## src/rtl/prog_seq_pkg.sv

```systemverilog
// Shared definitions for the program sequencer: FSM states, ALU opcodes,
// the halt instruction encoding and default program entry points.
package prog_seq_pkg;

   typedef enum logic [2:0] {
      S_IDLE,
      S_FETCH,
      S_DECODE,
      S_EXEC,
      S_MEM,
      S_WB,
      S_HALT
   } state_e;

   localparam logic [3:0] OP_ADD   = 4'h0;
   localparam logic [3:0] OP_ADDI  = 4'h1;
   localparam logic [3:0] OP_SUB   = 4'h2;
   localparam logic [3:0] OP_SHL   = 4'h3;
   localparam logic [3:0] OP_MEM   = 4'h4;
   localparam logic [3:0] OP_BEQ0  = 4'h5;
   localparam logic [3:0] OP_CMP4  = 4'h6;
   localparam logic [3:0] OP_XOR   = 4'h7;
   localparam logic [3:0] OP_CLR   = 4'h8;
   localparam logic [3:0] OP_OR    = 4'h9;
   localparam logic [3:0] OP_NOT   = 4'hA;
   localparam logic [3:0] OP_JMP   = 4'hB;
   localparam logic [3:0] OP_MAGIC = 4'hC;
   localparam logic [3:0] OP_SLT   = 4'hD;
   localparam logic [3:0] OP_ABS   = 4'hE;
   localparam logic [3:0] OP_NOP   = 4'hF;

   localparam logic [8:0] HALT_INSTR = 9'h1FF;

   localparam logic [7:0] PROG0_ADDR_DEF = 8'h00;
   localparam logic [7:0] PROG1_ADDR_DEF = 8'h5E;
   localparam logic [7:0] PROG2_ADDR_DEF = 8'hAB;

endpackage

```

## src/rtl/prog_seq_decode.sv

```systemverilog
// Combinational instruction classifier.
//   instr_i     : latched instruction (opcode in the top 4 bits)
//   writes_rf_o : instruction writes the register file in WB
//   is_mem_o    : data-memory access (load or store)
//   is_add_o    : add instruction, overflow is tracked
//   is_halt_o   : instruction is the halt encoding
module prog_seq_decode
   import prog_seq_pkg::*;
#(
   parameter int unsigned INSTR_W = 9
) (
   input  logic [INSTR_W-1:0] instr_i,
   output logic               writes_rf_o,
   output logic               is_mem_o,
   output logic               is_add_o,
   output logic               is_halt_o
);

   logic [3:0] op;

   assign op = instr_i[INSTR_W-1 -: 4];

   always_comb begin
      writes_rf_o = 1'b1;
      unique case (op)
         OP_BEQ0, OP_JMP, OP_NOP: writes_rf_o = 1'b0;
         // bit 0 selects store (1) or load (0); only loads write back
         OP_MEM:                  writes_rf_o = ~instr_i[0];
         default:                 writes_rf_o = 1'b1;
      endcase
   end

   assign is_mem_o  = (op == OP_MEM);
   assign is_add_o  = (op == OP_ADD);
   assign is_halt_o = (instr_i == INSTR_W'(HALT_INSTR));

endmodule

```

## src/rtl/prog_seq_ctrl.sv

```systemverilog
// Fetch/decode/execute/writeback sequencer for the 8-bit ALU datapath.
// Ports:
//   clk, rst_n                  : clock, asynchronous active-low reset
//   start, prog_sel             : launch a program (entry 0..2) from IDLE/HALT
//   busy, done                  : running / halted status
//   imem_req/addr/ack/rdata     : instruction fetch handshake
//   instr_o, alu_opcode         : latched instruction and its opcode
//   start_addr_o                : current program entry point
//   alu_out_i, branch_taken_i,
//   overflow_i                  : ALU results sampled in EXEC
//   rf_we                       : one-cycle register-file write strobe
//   dmem_req/we/ack             : data-memory handshake
//   ovf_sticky, instr_count     : sticky add overflow, retired count
module prog_seq_ctrl
   import prog_seq_pkg::*;
#(
   parameter int unsigned        PC_W       = 8,
   parameter int unsigned        INSTR_W    = 9,
   parameter int unsigned        CNT_W      = 16,
   parameter logic [PC_W-1:0]    PROG0_ADDR = PROG0_ADDR_DEF,
   parameter logic [PC_W-1:0]    PROG1_ADDR = PROG1_ADDR_DEF,
   parameter logic [PC_W-1:0]    PROG2_ADDR = PROG2_ADDR_DEF
) (
   input  logic               clk,
   input  logic               rst_n,
   input  logic               start,
   input  logic [1:0]         prog_sel,
   output logic               busy,
   output logic               done,
   output logic               imem_req,
   output logic [PC_W-1:0]    imem_addr,
   input  logic               imem_ack,
   input  logic [INSTR_W-1:0] imem_rdata,
   output logic [INSTR_W-1:0] instr_o,
   output logic [3:0]         alu_opcode,
   output logic [PC_W-1:0]    start_addr_o,
   input  logic [PC_W-1:0]    alu_out_i,
   input  logic               branch_taken_i,
   input  logic               overflow_i,
   output logic               rf_we,
   output logic               dmem_req,
   output logic               dmem_we,
   input  logic               dmem_ack,
   output logic               ovf_sticky,
   output logic [CNT_W-1:0]   instr_count
);

   state_e             state_q, state_d;
   logic [PC_W-1:0]    pc_q, pc_d;
   logic [PC_W-1:0]    start_addr_q, start_addr_d;
   logic [INSTR_W-1:0] instr_q, instr_d;
   logic [3:0]         opcode_q, opcode_d;
   logic               ovf_q, ovf_d;
   logic [CNT_W-1:0]   cnt_q, cnt_d;
   logic               br_q, br_d;
   logic [PC_W-1:0]    tgt_q, tgt_d;

   logic               dec_writes_rf;
   logic               dec_is_mem;
   logic               dec_is_add;
   logic               dec_is_halt;
   logic [PC_W-1:0]    sel_addr;
   logic               launch;

   prog_seq_decode #(
      .INSTR_W (INSTR_W)
   ) u_decode (
      .instr_i     (instr_q),
      .writes_rf_o (dec_writes_rf),
      .is_mem_o    (dec_is_mem),
      .is_add_o    (dec_is_add),
      .is_halt_o   (dec_is_halt)
   );

   always_comb begin
      sel_addr = PROG0_ADDR;
      unique case (prog_sel)
         2'd1:    sel_addr = PROG1_ADDR;
         2'd2:    sel_addr = PROG2_ADDR;
         default: sel_addr = PROG0_ADDR;
      endcase
   end

   // prog_sel = 3 is reserved and never launches
   assign launch = start && (prog_sel != 2'd3);

   always_comb begin
      state_d      = state_q;
      pc_d         = pc_q;
      start_addr_d = start_addr_q;
      instr_d      = instr_q;
      opcode_d     = opcode_q;
      ovf_d        = ovf_q;
      cnt_d        = cnt_q;
      br_d         = br_q;
      tgt_d        = tgt_q;
      unique case (state_q)
         S_IDLE, S_HALT: begin
            if (launch) begin
               state_d      = S_FETCH;
               pc_d         = sel_addr;
               start_addr_d = sel_addr;
               ovf_d        = 1'b0;
               cnt_d        = '0;
            end
         end
         S_FETCH: begin
            if (imem_ack) begin
               instr_d = imem_rdata;
               state_d = S_DECODE;
            end
         end
         S_DECODE: begin
            opcode_d = instr_q[INSTR_W-1 -: 4];
            // halt leaves PC on the halt instruction and retires nothing
            state_d  = dec_is_halt ? S_HALT : S_EXEC;
         end
         S_EXEC: begin
            br_d  = branch_taken_i;
            tgt_d = alu_out_i;
            if (dec_is_add) begin
               ovf_d = ovf_q | overflow_i;
            end
            state_d = dec_is_mem ? S_MEM : S_WB;
         end
         S_MEM: begin
            if (dmem_ack) begin
               state_d = S_WB;
            end
         end
         S_WB: begin
            pc_d = br_q ? tgt_q : pc_q + PC_W'(1);
            if (cnt_q != '1) begin
               cnt_d = cnt_q + CNT_W'(1);
            end
            state_d = S_FETCH;
         end
         default: state_d = S_IDLE;
      endcase
   end

   always_ff @(posedge clk or negedge rst_n) begin
      if (!rst_n) begin
         state_q      <= S_IDLE;
         pc_q         <= '0;
         start_addr_q <= '0;
         instr_q      <= '0;
         opcode_q     <= '1;
         ovf_q        <= 1'b0;
         cnt_q        <= '0;
         br_q         <= 1'b0;
         tgt_q        <= '0;
      end else begin
         state_q      <= state_d;
         pc_q         <= pc_d;
         start_addr_q <= start_addr_d;
         instr_q      <= instr_d;
         opcode_q     <= opcode_d;
         ovf_q        <= ovf_d;
         cnt_q        <= cnt_d;
         br_q         <= br_d;
         tgt_q        <= tgt_d;
      end
   end

   // Strobes decode straight from the state register so an async reset
   // drops them in the same instant.
   assign busy         = (state_q != S_IDLE) && (state_q != S_HALT);
   assign done         = (state_q == S_HALT);
   assign imem_req     = (state_q == S_FETCH);
   assign imem_addr    = pc_q;
   assign dmem_req     = (state_q == S_MEM);
   assign dmem_we      = dmem_req && instr_q[0];
   assign rf_we        = (state_q == S_WB) && dec_writes_rf;
   assign instr_o      = instr_q;
   assign alu_opcode   = opcode_q;
   assign start_addr_o = start_addr_q;
   assign ovf_sticky   = ovf_q;
   assign instr_count  = cnt_q;

endmodule

```

## config.mk

```make
export PLATFORM = sky130hd
export DESIGN_NAME = prog_seq_ctrl
export DESIGN_NICKNAME = d
export VERILOG_FILES = /design/src/rtl/prog_seq_pkg.sv /design/src/rtl/prog_seq_decode.sv /design/src/rtl/prog_seq_ctrl.sv
export SDC_FILE = /design/constraint.sdc
export NUM_CORES = 1
export LEC_CHECK = 0
export ABC_AREA = 0
export CORE_MARGIN = 2
export CORE_UTILIZATION = 45
export CTS_CLUSTER_SIZE = 14
export DETAILED_ROUTE_END_ITERATION = 12
export PLACE_DENSITY = 0.87
export REMOVE_ABC_BUFFERS = 1
export SETUP_SLACK_MARGIN = 0.05
export SYNTH_ARGS = -nofsm -noshare
export SYNTH_HDL_FRONTEND = slang
export SYNTH_SLANG_ARGS = --single-unit
```

## constraint.sdc

```tcl
create_clock -name clk -period 1.85 [get_ports clk]
set_input_delay 0.185 -clock clk [delete_from_list [all_inputs] [get_ports clk]]
set_output_delay 0.185 -clock clk [all_outputs]
set_load 0.05 [all_outputs]
```

; ---- Word level (Yosys, flattened, before mapping)
; Index checks and enable logic that the tools add are counted.
[totals]
inputBits = 26
reg_bits = 58
elab_cells = 68
out_inout_bits = 52
[classes]
n_reduce_logical = 17
n_bitwise = 2
eq_ne = 21
n_mux = 17
n_addsub = 2
[ops]
columns = op, count
row1 = $mux W16, 2
row2 = $pmux W16 S2, 1
row3 = $pmux W8 S2, 2
row4 = $pmux W3 S6, 1
row5 = $add A16 B1 Y16 const B, 1
row6 = $mux W8, 2
row7 = $ne A16 B16 Y1 const B, 1
row8 = $mux W3, 4
row9 = $eq A3 B3 Y1 const B, 3
row10 = $eq A9 B9 Y1 const B, 1
row11 = $reduce_and A3 Y1, 3
row12 = $add A8 B1 Y8 const B, 1
row13 = $eq A4 B3 Y1 const B, 2
row14 = $eq A4 B4 Y1 const B, 2
row15 = $ne A2 B2 Y1 const B, 4
row16 = $eq A3 B2 Y1 const B, 2
row17 = $reduce_and A2 Y1, 3
row18 = $logic_and A1 B1 Y1, 4
row19 = $logic_not A4 Y1, 1
row20 = $ne A2 B1 Y1 const B, 2
row21 = $pmux W1 S2, 2
row22 = $reduce_bool A2 Y1, 2
row23 = $eq A3 B1 Y1 const B, 1
row24 = $logic_not A3 Y1, 1
row25 = 9 further kinds, 11

; ---- Logic depth before layout (Yosys ltp)
[depth]
word_depth = 4
mapped_depth = 7
ltp_nobuf = 6

; ---- Modules after synthesis
; A second synthesis with hierarchy kept.
[unflattened]
hier_cells = 266
hier_area_um2 = 2817.7
[by_module_without_submodules]
columns = module, instances, cells_each, seq_area_each_um2, area_per_inst_um2
row1 = prog_seq_ctrl, 1, 256, 1331.3, 2761.4
row2 = prog_seq_decode, 1, 10, 0.0, 56.3

; ---- Worst setup path before layout
; OpenSTA, ideal clock, no wires.
[synth_timing]
path_kind = reg2reg
from = register state_q[0]
to = register instr_q[0], in the netlist instr_o[0]
arrival_ns = 2.406
slack_ns = -0.681
setup_ns = 0.125
n_path_buf = 2
stages_incl_launch_ff = 7
path_cell_list = dfrtp_1 buf_4 inv_4 nor3_1 and2_1 buf_2 mux2_2
[synth_between]
elab_chain_len = 2
[synth_rtl]
columns = item, line_no
row1 = "start, declared", prog_seq_ctrl.sv:48  ; state_e state_q, state_d;
row2 = "start signal, assigned", prog_seq_ctrl.sv:154  ; state_q <= state_d;
row3 = $eq A3 B1 Y1, --
row4 = named net imem_req, prog_seq_ctrl.sv:30  ; output logic imem_req,
row5 = $reduce_and A2 Y1 (no source line), --
row6 = "end signal, assigned", prog_seq_ctrl.sv:157  ; instr_q <= instr_d;
row7 = "end, declared", prog_seq_ctrl.sv:51  ; logic [INSTR_W-1:0] instr_q, instr_d;
; The timed path passes the listed nets, and every way through them passes these cells.
; A chain may end at the register's enable or synchronous reset.

; ---- Worst setup path after layout
[layout_timing]
from = register cnt_q[1], in the netlist instr_count[1]
to = output port instr_count[1]
[layout_rtl]
columns = item, line_no
row1 = "start, declared", prog_seq_ctrl.sv:54  ; logic [CNT_W-1:0] cnt_q, cnt_d;
row2 = "start signal, assigned", prog_seq_ctrl.sv:160  ; cnt_q <= cnt_d;
row3 = "end, declared", prog_seq_ctrl.sv:45  ; output logic [CNT_W-1:0] instr_count
; No word-level cell between the ends.

==> results.cfg <==
[pwr]
power_leakage_uw = 0.001995
pwr-share-clk_pct = 12.9
switchingPower_uw = 3346
power.combinational.fraction_pct = 56.5
power.ir.vdd_worst_mv = 1.317
switching_share_pct = 47.11
int_pwr_uw = 3756
power_frac_seq_pct = 30.5
cell_area_power_density_nw_per_um2 = 1772

[synth]
syn_avg_cell_area_um2 = 10.45
synth_flop_cell = sky130_fd_sc_hd__dfrtp_1
synth-warning-count = 0
synth_enable_flop_cells = 0
synth_seq_cells = 53
post_synth_num_cell_types = 51
yosysSeqAreaShare_pct = 47.20
syn_area_um2 = 2820
synth_async_sr_flop_share_pct = 100.0
syn_inst = 270

[detailed_routing]
routed_wl_um = 7196
detailroute.via_count = 2493
drtPass1Iterations = 4
post_drt_via_cell_ratio = 5.679
ant_nets = 0
routed_wire_length_per_instance_um = 16.39
drt_first_iter_violations = 188
detailed_route_drc_error_count = 0

[critical_path]
critical_path.cell_chain = clkdlybuf4s50_1
cp.arrival_ps = 1570
r2r_end = instr_count[7]
setup.reg_to_reg.worst_slack_ps = 110
timing.critical_path.required_ps = 1660
critical_path_class = reg2out
rr_worst_depth = 6
worst_path_dominant_cell_family = buffers and inverters
r2r_start = instr_count[11]
cp_slowest_stage_delay_ps = 840
path_buf_inv = 1
timing.critical_path.slowest_stage_cell = sky130_fd_sc_hd__clkdlybuf4s50_1
setup.worst_path.end_class = primary output
start_kind = flop
cp_max_fo = 5

[sta]
final.min_clock_period_ps = 1750
timing.final.hold_violations = 0
finalMaxSlewViolations = 0
clock_skew_ps = 15.45
maximum_clock_frequency_mhz = 571.4
tightestPinTransition_ps = 576.7
finalCritPeriodShare_pct = 94.60
setup_viol_count_final = 0
worst_slew_margin_rel_pct = 61.55
post_route_setup_slack_ps = 99.81
grt_setup_unrepaired = yes

[run]
drv_cap = 0

[floorplanning]
boundaryPins = 78
fp.coreArea_um2 = 5991
rows = 28
chipHeight_um = 83.17
initial_core_util_pct = 47.08
fp.dieArea_um2 = 6916
die_width_um = 83.17

[clocking]
clockRootBuffer = sky130_fd_sc_hd__clkbuf_8
clkTransAtPathRegs_ps = 90
cts-buffers-inserted = 5
ctsLongestPathBuffers = 2
clock_insertion_delay_worst_skew_ps = 310
cts_htree_levels = 2
cts_sinks = 53
tritoncts = done

[global_route]
grt_max_degree = 30
first_pass_grt_wire_length_um = 11920
overflow = 0
grtUsageTotal_pct = 20.81
grt_pass1_vias = 2501
number_of_antenna_violations_at_the_first_check_in_global_routing = 0

[final_layout]
n_fill_cell = 437
postLayoutCoreUtil_pct = 66.90
n_antenna_cell = 0
num-nets-final = 394
non_filler_instance_count_after_layout = 439
areaGrowthSynthToFinish_pct = 42.10
fraction_of_final_layout_cells_sized_beyond_drive_strength_1_pct = 25.00

[placed_design]
detailedPlacementHpwl_um = 5324
port_buffers = 77
post-place-cells = 428
place.gp.congestion = 0.8897
pre_cts_slack_ps = -3.413

[min_path]
worstHoldPathType = in2async

[status]
status = complete, no violations
flip-flops by register name, indices dropped and copies added, names as in the netlist:
signal / count
alu_opcode: 4
br_q: 1
imem_addr: 8
instr_count: 16
instr_o: 9
ovf_sticky: 1
start_addr_o: 3
state_q: 3
tgt_q: 8
metal layers:
layer,up-vias,track usage (%),share of wire (%)
met3,8,6.262,7.4
met2,91,35.19,50
li1,1158,-,-
met4,0,5.067,1.0
met5,-,0,0
met1,1236,26.16,42
synth_stat cells (2+ instances only):
cell type / instances / area [um2]
sky130_fd_sc_hd__dfrtp_1: 49 / 1226
sky130_fd_sc_hd__nand2_1: 28 / 105.1
sky130_fd_sc_hd__mux2_2: 22 / 247.7
sky130_fd_sc_hd__nor2_1: 17 / 63.81
sky130_fd_sc_hd__nand3_1: 14 / 70.07
sky130_fd_sc_hd__a21oi_1: 13 / 65.06
sky130_fd_sc_hd__o21ai_0: 12 / 60.06
sky130_fd_sc_hd__mux2i_1: 10 / 100.1
sky130_fd_sc_hd__buf_4: 8 / 60.06
sky130_fd_sc_hd__a211oi_1: 7 / 52.55
sky130_fd_sc_hd__and3_1: 7 / 43.79
sky130_fd_sc_hd__nor3_1: 7 / 35.03
sky130_fd_sc_hd__nand4_1: 6 / 37.54
sky130_fd_sc_hd__ha_1: 5 / 62.56
sky130_fd_sc_hd__inv_1: 5 / 18.77
sky130_fd_sc_hd__xnor2_1: 5 / 43.79
sky130_fd_sc_hd__dfstp_2: 4 / 105.1
sky130_fd_sc_hd__o31ai_1: 4 / 30.03
sky130_fd_sc_hd__a21o_1: 3 / 22.52
sky130_fd_sc_hd__and2_1: 3 / 18.77
sky130_fd_sc_hd__buf_2: 3 / 15.01
sky130_fd_sc_hd__buf_6: 3 / 33.78
sky130_fd_sc_hd__o211ai_1: 3 / 22.52
sky130_fd_sc_hd__clkbuf_1: 2 / 7.510
sky130_fd_sc_hd__nor2b_1: 2 / 12.51
sky130_fd_sc_hd__nor4_1: 2 / 12.51
sky130_fd_sc_hd__xor2_1: 2 / 17.52
final cells by class:
cell class | instances | area, um2 | area share, %
multi-input combinational | 194 | 1360 | 33.94
sequential | 53 | 1335 | 33.31
timing repair buffer | 102 | 1056 | 26.35
tap | 75 | 93.84 | 2.342
clock buffer | 5 | 68.82 | 1.717
clock inverter | 3 | 65.06 | 1.623
inverter | 7 | 28.78 | 0.7181
through the flow:
step / area, um2 / TNS [ps] / power [uW] / hold slack (ps)
finish: 4008 / 0 / 7103 / 421.6
detailed placement: 3786 / -3.413 / 6179 / 221.3
global route: 4008 / 0 / 7490 / 459.1
floorplan: 2704 / -9276 / 4644 / -110.6
global placement: 3786 / 0 / 6077 / 208.4
CTS: 3931 / 0 / 7100 / 423.8
power by group through the flow:
stage               clock [uW]  sequential (uW)  combinational [uW]
detailed placement           0             2170                4000
finish                     917             2170                4020
global route               993             2240                4260
floorplan                    0             3370                1280
CTS                        930             2160                4010
global placement             0             2150                3930
cell usage in the layout (no fill, tap or decap), drive strengths merged, types with 7 or more instances in the layout:
master	instances
buf	37
mux2	22
nand3	14
and3	8
a21oi	13
nand2	29
nor3	8
inv	7
dlymetal6s2s	18
dfrtp	49
nand4	7
mux2i	10
o21ai	12
a211oi	7
nor2	18
clkdlybuf4s50	41
worst max path at each step:
stage / from / end / slack [ps] / cells past startpoint
2_1_floorplan: state_q[0] / instr_o[0] / -800 / 4
3_3_place_gp: prog_sel[0] / instr_count[7] / 70 / 7
3_5_place_dp: prog_sel[0] / instr_count[8] / -3 / 8
4_1_cts: state_q[2] / rf_we / 20 / 5
5_1_grt: state_q[2] / rf_we / 6 / 5
6_report: instr_count[1] / instr_count[1] / 100 / 1
worst reg2reg max path, stage by stage (launching register included):
cell	delay [ps]
sky130_fd_sc_hd__dfrtp_1	450
sky130_fd_sc_hd__and4_4	300
sky130_fd_sc_hd__nand4_4	180
sky130_fd_sc_hd__o31ai_4	340
sky130_fd_sc_hd__buf_4	170
sky130_fd_sc_hd__a22o_2	140
sky130_fd_sc_hd__a21o_1	110
logic make-up after synthesis:
logic type	count (synthesis)	synth area share, %
AO/OA/AOI/OAI	53	13.04
XOR/XNOR	7	2.174
adder cells (fa/ha/maj)	5	2.218
buffers and inverters	23	5.146
flip-flops	53	47.21
multiplexers	32	12.33
AND/OR/NAND/NOR	97	17.88
what timing repair did:
| action | CTS | global route |
|---|---|---|
| buffers inserted | 0 | 2 |
| gates cloned | 0 | 0 |
| hold buffers | 1 | 0 |
| hold endpoints to repair | 20 | 0 |
| setup endpoints to repair | 7 | 34 |
| gates resized for setup | 8 | 23 |
| pin swaps | 1 | 1 |
(Power assumes the default switching activity.)
